[src/rtl/inv_test_seq.sv]
// Inverter-chain test sequencer: drives an 8-bit pattern one bit at a time and measures
// how many cycles the synchronized response takes to reach the expected level.
module inv_test_seq #(
    parameter int unsigned DLY_W = 8
) (
    input  logic             clk,
    input  logic             rst_n,
    input  logic             ena,
    input  logic             start,
    input  logic [7:0]       pattern,
    input  logic [3:0]       bit_len,
    input  logic [DLY_W-1:0] timeout,
    input  logic             invert_exp,
    input  logic             resp_in,
    output logic             stim_out,
    output logic             busy,
    output logic             done,
    output logic             pass,
    output logic [3:0]       err_cnt,
    output logic [DLY_W-1:0] last_dly
);

    typedef enum logic [1:0] {StIdle, StWait, StHold, StDone} state_e;

    state_e           st_q, st_d;
    logic             stim_q, stim_d;
    logic             busy_q, busy_d;
    logic             done_q, done_d;
    logic             pass_q, pass_d;
    logic [3:0]       err_q, err_d;
    logic [DLY_W-1:0] last_q, last_d;
    logic [2:0]       idx_q, idx_d;
    logic [DLY_W-1:0] dly_q, dly_d;
    logic [3:0]       hold_q, hold_d;
    logic [7:0]       pat_q, pat_d;
    logic [3:0]       len_q, len_d;
    logic [DLY_W-1:0] tmo_q, tmo_d;
    logic             inv_q, inv_d;
    logic             sync1_q, sync2_q;

    logic             resp_s;
    logic             exp_resp;
    logic [2:0]       idx_nxt;

    assign resp_s = sync2_q;

    always_ff @(posedge clk or negedge rst_n) begin
        if (!rst_n) begin
            st_q    <= StIdle;
            stim_q  <= 1'b0;
            busy_q  <= 1'b0;
            done_q  <= 1'b0;
            pass_q  <= 1'b0;
            err_q   <= '0;
            last_q  <= '0;
            idx_q   <= '0;
            dly_q   <= '0;
            hold_q  <= '0;
            pat_q   <= '0;
            len_q   <= '0;
            tmo_q   <= '0;
            inv_q   <= 1'b0;
            sync1_q <= 1'b0;
            sync2_q <= 1'b0;
        end else if (ena) begin
            st_q    <= st_d;
            stim_q  <= stim_d;
            busy_q  <= busy_d;
            done_q  <= done_d;
            pass_q  <= pass_d;
            err_q   <= err_d;
            last_q  <= last_d;
            idx_q   <= idx_d;
            dly_q   <= dly_d;
            hold_q  <= hold_d;
            pat_q   <= pat_d;
            len_q   <= len_d;
            tmo_q   <= tmo_d;
            inv_q   <= inv_d;
            sync1_q <= resp_in;
            sync2_q <= sync1_q;
        end
    end

    always_comb begin
        st_d     = st_q;
        stim_d   = stim_q;
        busy_d   = busy_q;
        done_d   = 1'b0;
        pass_d   = pass_q;
        err_d    = err_q;
        last_d   = last_q;
        idx_d    = idx_q;
        dly_d    = dly_q;
        hold_d   = hold_q;
        pat_d    = pat_q;
        len_d    = len_q;
        tmo_d    = tmo_q;
        inv_d    = inv_q;
        exp_resp = inv_q ? ~stim_q : stim_q;
        idx_nxt  = idx_q + 3'd1;

        unique case (st_q)
            StIdle: begin
                if (start) begin
                    pat_d  = pattern;
                    len_d  = bit_len;
                    tmo_d  = timeout;
                    inv_d  = invert_exp;
                    stim_d = pattern[0];
                    idx_d  = '0;
                    dly_d  = '0;
                    err_d  = '0;
                    busy_d = 1'b1;
                    st_d   = StWait;
                end
            end
            StWait: begin
                // A match wins over a timeout landing in the same cycle.
                if (resp_s == exp_resp) begin
                    last_d = dly_q;
                    hold_d = '0;
                    st_d   = StHold;
                end else if (dly_q == tmo_q) begin
                    err_d  = (err_q == 4'd8) ? err_q : err_q + 4'd1;
                    last_d = tmo_q;
                    hold_d = '0;
                    st_d   = StHold;
                end else begin
                    dly_d = dly_q + DLY_W'(1);
                end
            end
            StHold: begin
                if (hold_q == len_q) begin
                    if (idx_q != 3'd7) begin
                        idx_d  = idx_nxt;
                        stim_d = pat_q[idx_nxt];
                        dly_d  = '0;
                        st_d   = StWait;
                    end else begin
                        done_d = 1'b1;
                        st_d   = StDone;
                    end
                end else begin
                    hold_d = hold_q + 4'd1;
                end
            end
            StDone: begin
                pass_d = (err_q == 4'd0);
                busy_d = 1'b0;
                st_d   = StIdle;
            end
            default: st_d = StIdle;
        endcase
    end

    assign stim_out = stim_q;
    assign busy     = busy_q;
    assign done     = done_q;
    assign pass     = pass_q;
    assign err_cnt  = err_q;
    assign last_dly = last_q;

endmodule

[config.mk]
export PLATFORM = sky130hd
export DESIGN_NAME = inv_test_seq
export DESIGN_NICKNAME = d
export VERILOG_FILES = /design/src/rtl/inv_test_seq.sv
export SDC_FILE = /design/constraint.sdc
export NUM_CORES = 1
export LEC_CHECK = 0
export ABC_CLOCK_PERIOD_IN_PS = 2500
export BUFFER_PORTS_ARGS = -buffer_cell sky130_fd_sc_hd__buf_2
export CORE_ASPECT_RATIO = 0.75
export CORE_MARGIN = 5
export CORE_UTILIZATION = 50
export CTS_BUF_LIST = sky130_fd_sc_hd__clkbuf_8
export DETAILED_ROUTE_END_ITERATION = 16
export PLACE_DENSITY_LB_ADDON = 0.12
export REMOVE_ABC_BUFFERS = 1
export SLEW_MARGIN = 20
export SYNTH_ARGS = -nofsm -noshare
export SYNTH_HDL_FRONTEND = slang
export SYNTH_SLANG_ARGS = --single-unit
[constraint.sdc]
create_clock -name clk -period 2.5 [get_ports clk]
set_input_delay 0.125 -clock clk [delete_from_list [all_inputs] [get_ports clk]]
set_output_delay 0.125 -clock clk [all_outputs]
set_load 0.02 [all_outputs]
==> qor.txt <==
PD cells -> 1180 nW/um^2
hold path start -> timeout[4]
Mapped Cells -> 251
initial antenna violation count -> 0
clock skew -> 0.00292 ns
top cell type's share of synthesized area -> 49.3%
Final Hold Vio Count -> 0
fin cells -> 372
share of layout cells above drive strength 1 -> 30.6%
Port Buffers -> 41
Worst Setup End Kind -> flip-flop
number of diodes -> 0
DR vias -> 2050
RSZ-0062 raised after global routing -> no
Yosys cell types -> 46
gpl congestion -> 0.797
Max Slew Vio Count -> 0
Worst EP required -> 2.70 ns
period utilisation layout -> 83.8%
RR Endpoint -> idx_q[0]
relative slew slack -> 65.4%
CTS Buf Count -> 5
area leader, netlist -> dfrtp_1
CTS max path bufs -> 2
run status -> finished clean
Post-synth ARST share -> 100%
IO Count -> 42
Max IR drop VDD -> 0.494 mV
CTS sink count -> 56
final setup violating endpoints -> 0
Root Buffer -> clkbuf_8
DRC errors left -> 0
Hold Path Depth -> 2
final worst hold slack -> 0.0444 ns
Die Ht -> 75.3 um
first-pass GRT wire length -> 9760 um
hpwl dp -> 4040 um
Worst Path Max Fanout -> 8
top_reg_cell synth -> dfrtp_1
WHS Endpoint -> tmo_q[4]
wire per inst -> 14.9 um
Period minus WS final -> 2.09 ns
Arrival @ worst endpoint -> 2.29 ns
GR Overflow Total -> 0
synthesized flop and latch total -> 56
max cap viols -> 0
Final ANT Viol Nets -> 0
sequential area share after synthesis -> 49.3%
mapped cell area -> 2850 um^2
Post-synth EDFFs -> 0
R2R depth -> 6
First-pass DRT Iterations -> 4
critical path startpoint category -> flip-flop
die area -> 7310 um^2
DRT iter0 DRCs -> 184
Hold/Removal Path Class -> input port to flip-flop
gr usage total -> 16.7%
Routed WL -> 5550 um
Reg2Reg Launch Point -> hold_q[3]
setup slack, reg-to-reg -> 0.41 ns
Rows -> 23
TNS Setup -> 0 ns
YS warnings -> 0
die width -> 97.1 um
Layout area overhead -> 13.5%
clk slew on worst S/H paths -> 0.09 ns
synthesized area per cell -> 11.3 um^2
vias per inst -> 5.51
H-tree depth -> 2
critical path class -> flip-flop to flip-flop
worst-margin pin slew -> 0.518 ns
initial cell density of the core -> 52.3%
maximum clock rate -> 478 MHz
Post-CTS Setup Bufs -> 0
vias in the first global route -> 2017
Final nets -> 328
CTS tree -> done
top cells by area, synth -> dfrtp_1, mux2_2, xor2_1, mux2i_1, ha_1
clk_lat worst skew -> 0.30 ns
Pleak -> 1.52 nW
largest net degree at the start of global routing -> 38
placed instance count -> 363
core area -> 5440 um^2
-- metal layers --
layer / vias up / GRT usage, % / share of wire [%]
met1: 1000 / 24.6 / 51
li1: 992 / - / -
met3: 10 / 3.75 / 4.5
met2: 48 / 24.8 / 43
met4: 0 / 5.61 / 1.5
met5: - / 0 / 0
-- logic make-up after synthesis --
logic type | after synthesis | synth area share, %
compound gates | 53 | 11.9
mux | 38 | 15.4
xor+xnor | 13 | 4.49
simple gates | 65 | 12.8
fa+ha+maj | 6 | 2.64
buf+inv | 20 | 3.52
flops | 56 | 49.3
-- state kept, by name (all words and copies together) (netlist names), 2 cells and up --
name and flops:
dly_q 8, tmo_q 8, idx_q 3, pat_q 8, hold_q 4, last_dly 8, err_cnt 4, len_q 4
st_q 2
-- Yosys cell counts, types with 2 or more instances --
cell type and number:
clkbuf_1 6, ha_1 6, nand4_1 4, xor2_1 12
mux2i_1 10, nand2b_1 3, o21ai_0 15, inv_1 9
o2bb2ai_1 2, nand3_1 6, o211ai_1 2, a31oi_1 5
a21oi_2 2, buf_6 3, mux4_2 2, and3_1 3
a21oi_1 11, nor2b_1 3, nor2_1 17, nand2_1 17
a21o_1 3, nor4_2 2, mux2_2 25, dfrtp_1 56
o31ai_1 5, buf_2 2
-- worst max-delay path by stage --
| stage | start | to | slack, ns | depth (start not counted) |
|---|---|---|---|---|
| after floorplan | stim_out | dly_q[4] | 0.44 | 5 |
| after global placement | hold_q[3] | stim_out | 0.43 | 6 |
| after detailed placement | hold_q[3] | stim_out | 0.42 | 6 |
| after CTS | hold_q[3] | stim_out | 0.41 | 6 |
| after global routing | dly_q[0] | dly_q[2] | 0.25 | 6 |
| final | hold_q[3] | idx_q[0] | 0.41 | 6 |
-- worst max-delay path: stages (launching register included) --
cell and delay [ns]:
dfrtp_1 0.43, xor2_1 0.18, nor4_4 0.44, a21o_1 0.20, nand2_1 0.18, nor2_1 0.21
mux2_2 0.35
-- through the flow --
step	instance area [um^2]	total power, mW	util [%]	setup slack, ns
2_1_floorplan	2780	2.83	-	0.437
3_3_place_gp	3130	3.30	57.6	0.427
3_5_place_dp	3130	3.34	57.6	0.416
4_1_cts	3230	3.85	59.4	0.407
5_1_grt	3230	4.10	59.4	0.246
6_report	3230	3.81	59.4	0.406
-- where the power goes --
group          switching, mW  internal (mW)
logic                  0.933          0.830
registers              0.304           1.25
clock network          0.273          0.219
total                   1.51           2.30
-- layout make-up --
class | instances | area [um^2]
Inverter | 9 | 33.8
Timing Repair Buffer | 49 | 268
Clock buffer | 6 | 82.6
Sequential cell | 56 | 1400
Fill cell | 469 | 2210
Clock inverter | 2 | 7.51
Multi-Input combinational cell | 175 | 1340
Tap cell | 75 | 93.8
-- placed cells by master (no fill, tap or decap), types with 2 or more instances in the layout --
cell type / synthesis / layout
o211ai_1: 2 / 2
o21ai_0: 15 / 15
clkbuf_8: 0 / 6
nand3_1: 6 / 6
mux4_2: 2 / 2
dfrtp_1: 56 / 56
nor2_1: 17 / 17
o31ai_1: 5 / 5
a21oi_2: 2 / 2
a31oi_1: 5 / 5
xor2_1: 12 / 12
mux2_2: 25 / 25
mux2i_1: 10 / 10
nand2_1: 17 / 17
and3_1: 3 / 3
a21oi_1: 11 / 11
nor2b_1: 3 / 3
o2bb2ai_1: 2 / 2
a21o_1: 3 / 3
ha_1: 6 / 6
nand4_1: 4 / 4
nand2b_1: 3 / 3
buf_2: 2 / 41
buf_4: 0 / 7
inv_1: 9 / 11
nor4_2: 2 / 2
-- what timing repair did --
action | in CTS | in global routing
gates resized for setup | 0 | 0
hold endpoints to repair | 19 | 0
setup endpoints to repair | 0 | 0
hold buffers | 1 | 0
(Power assumes the default switching activity.)
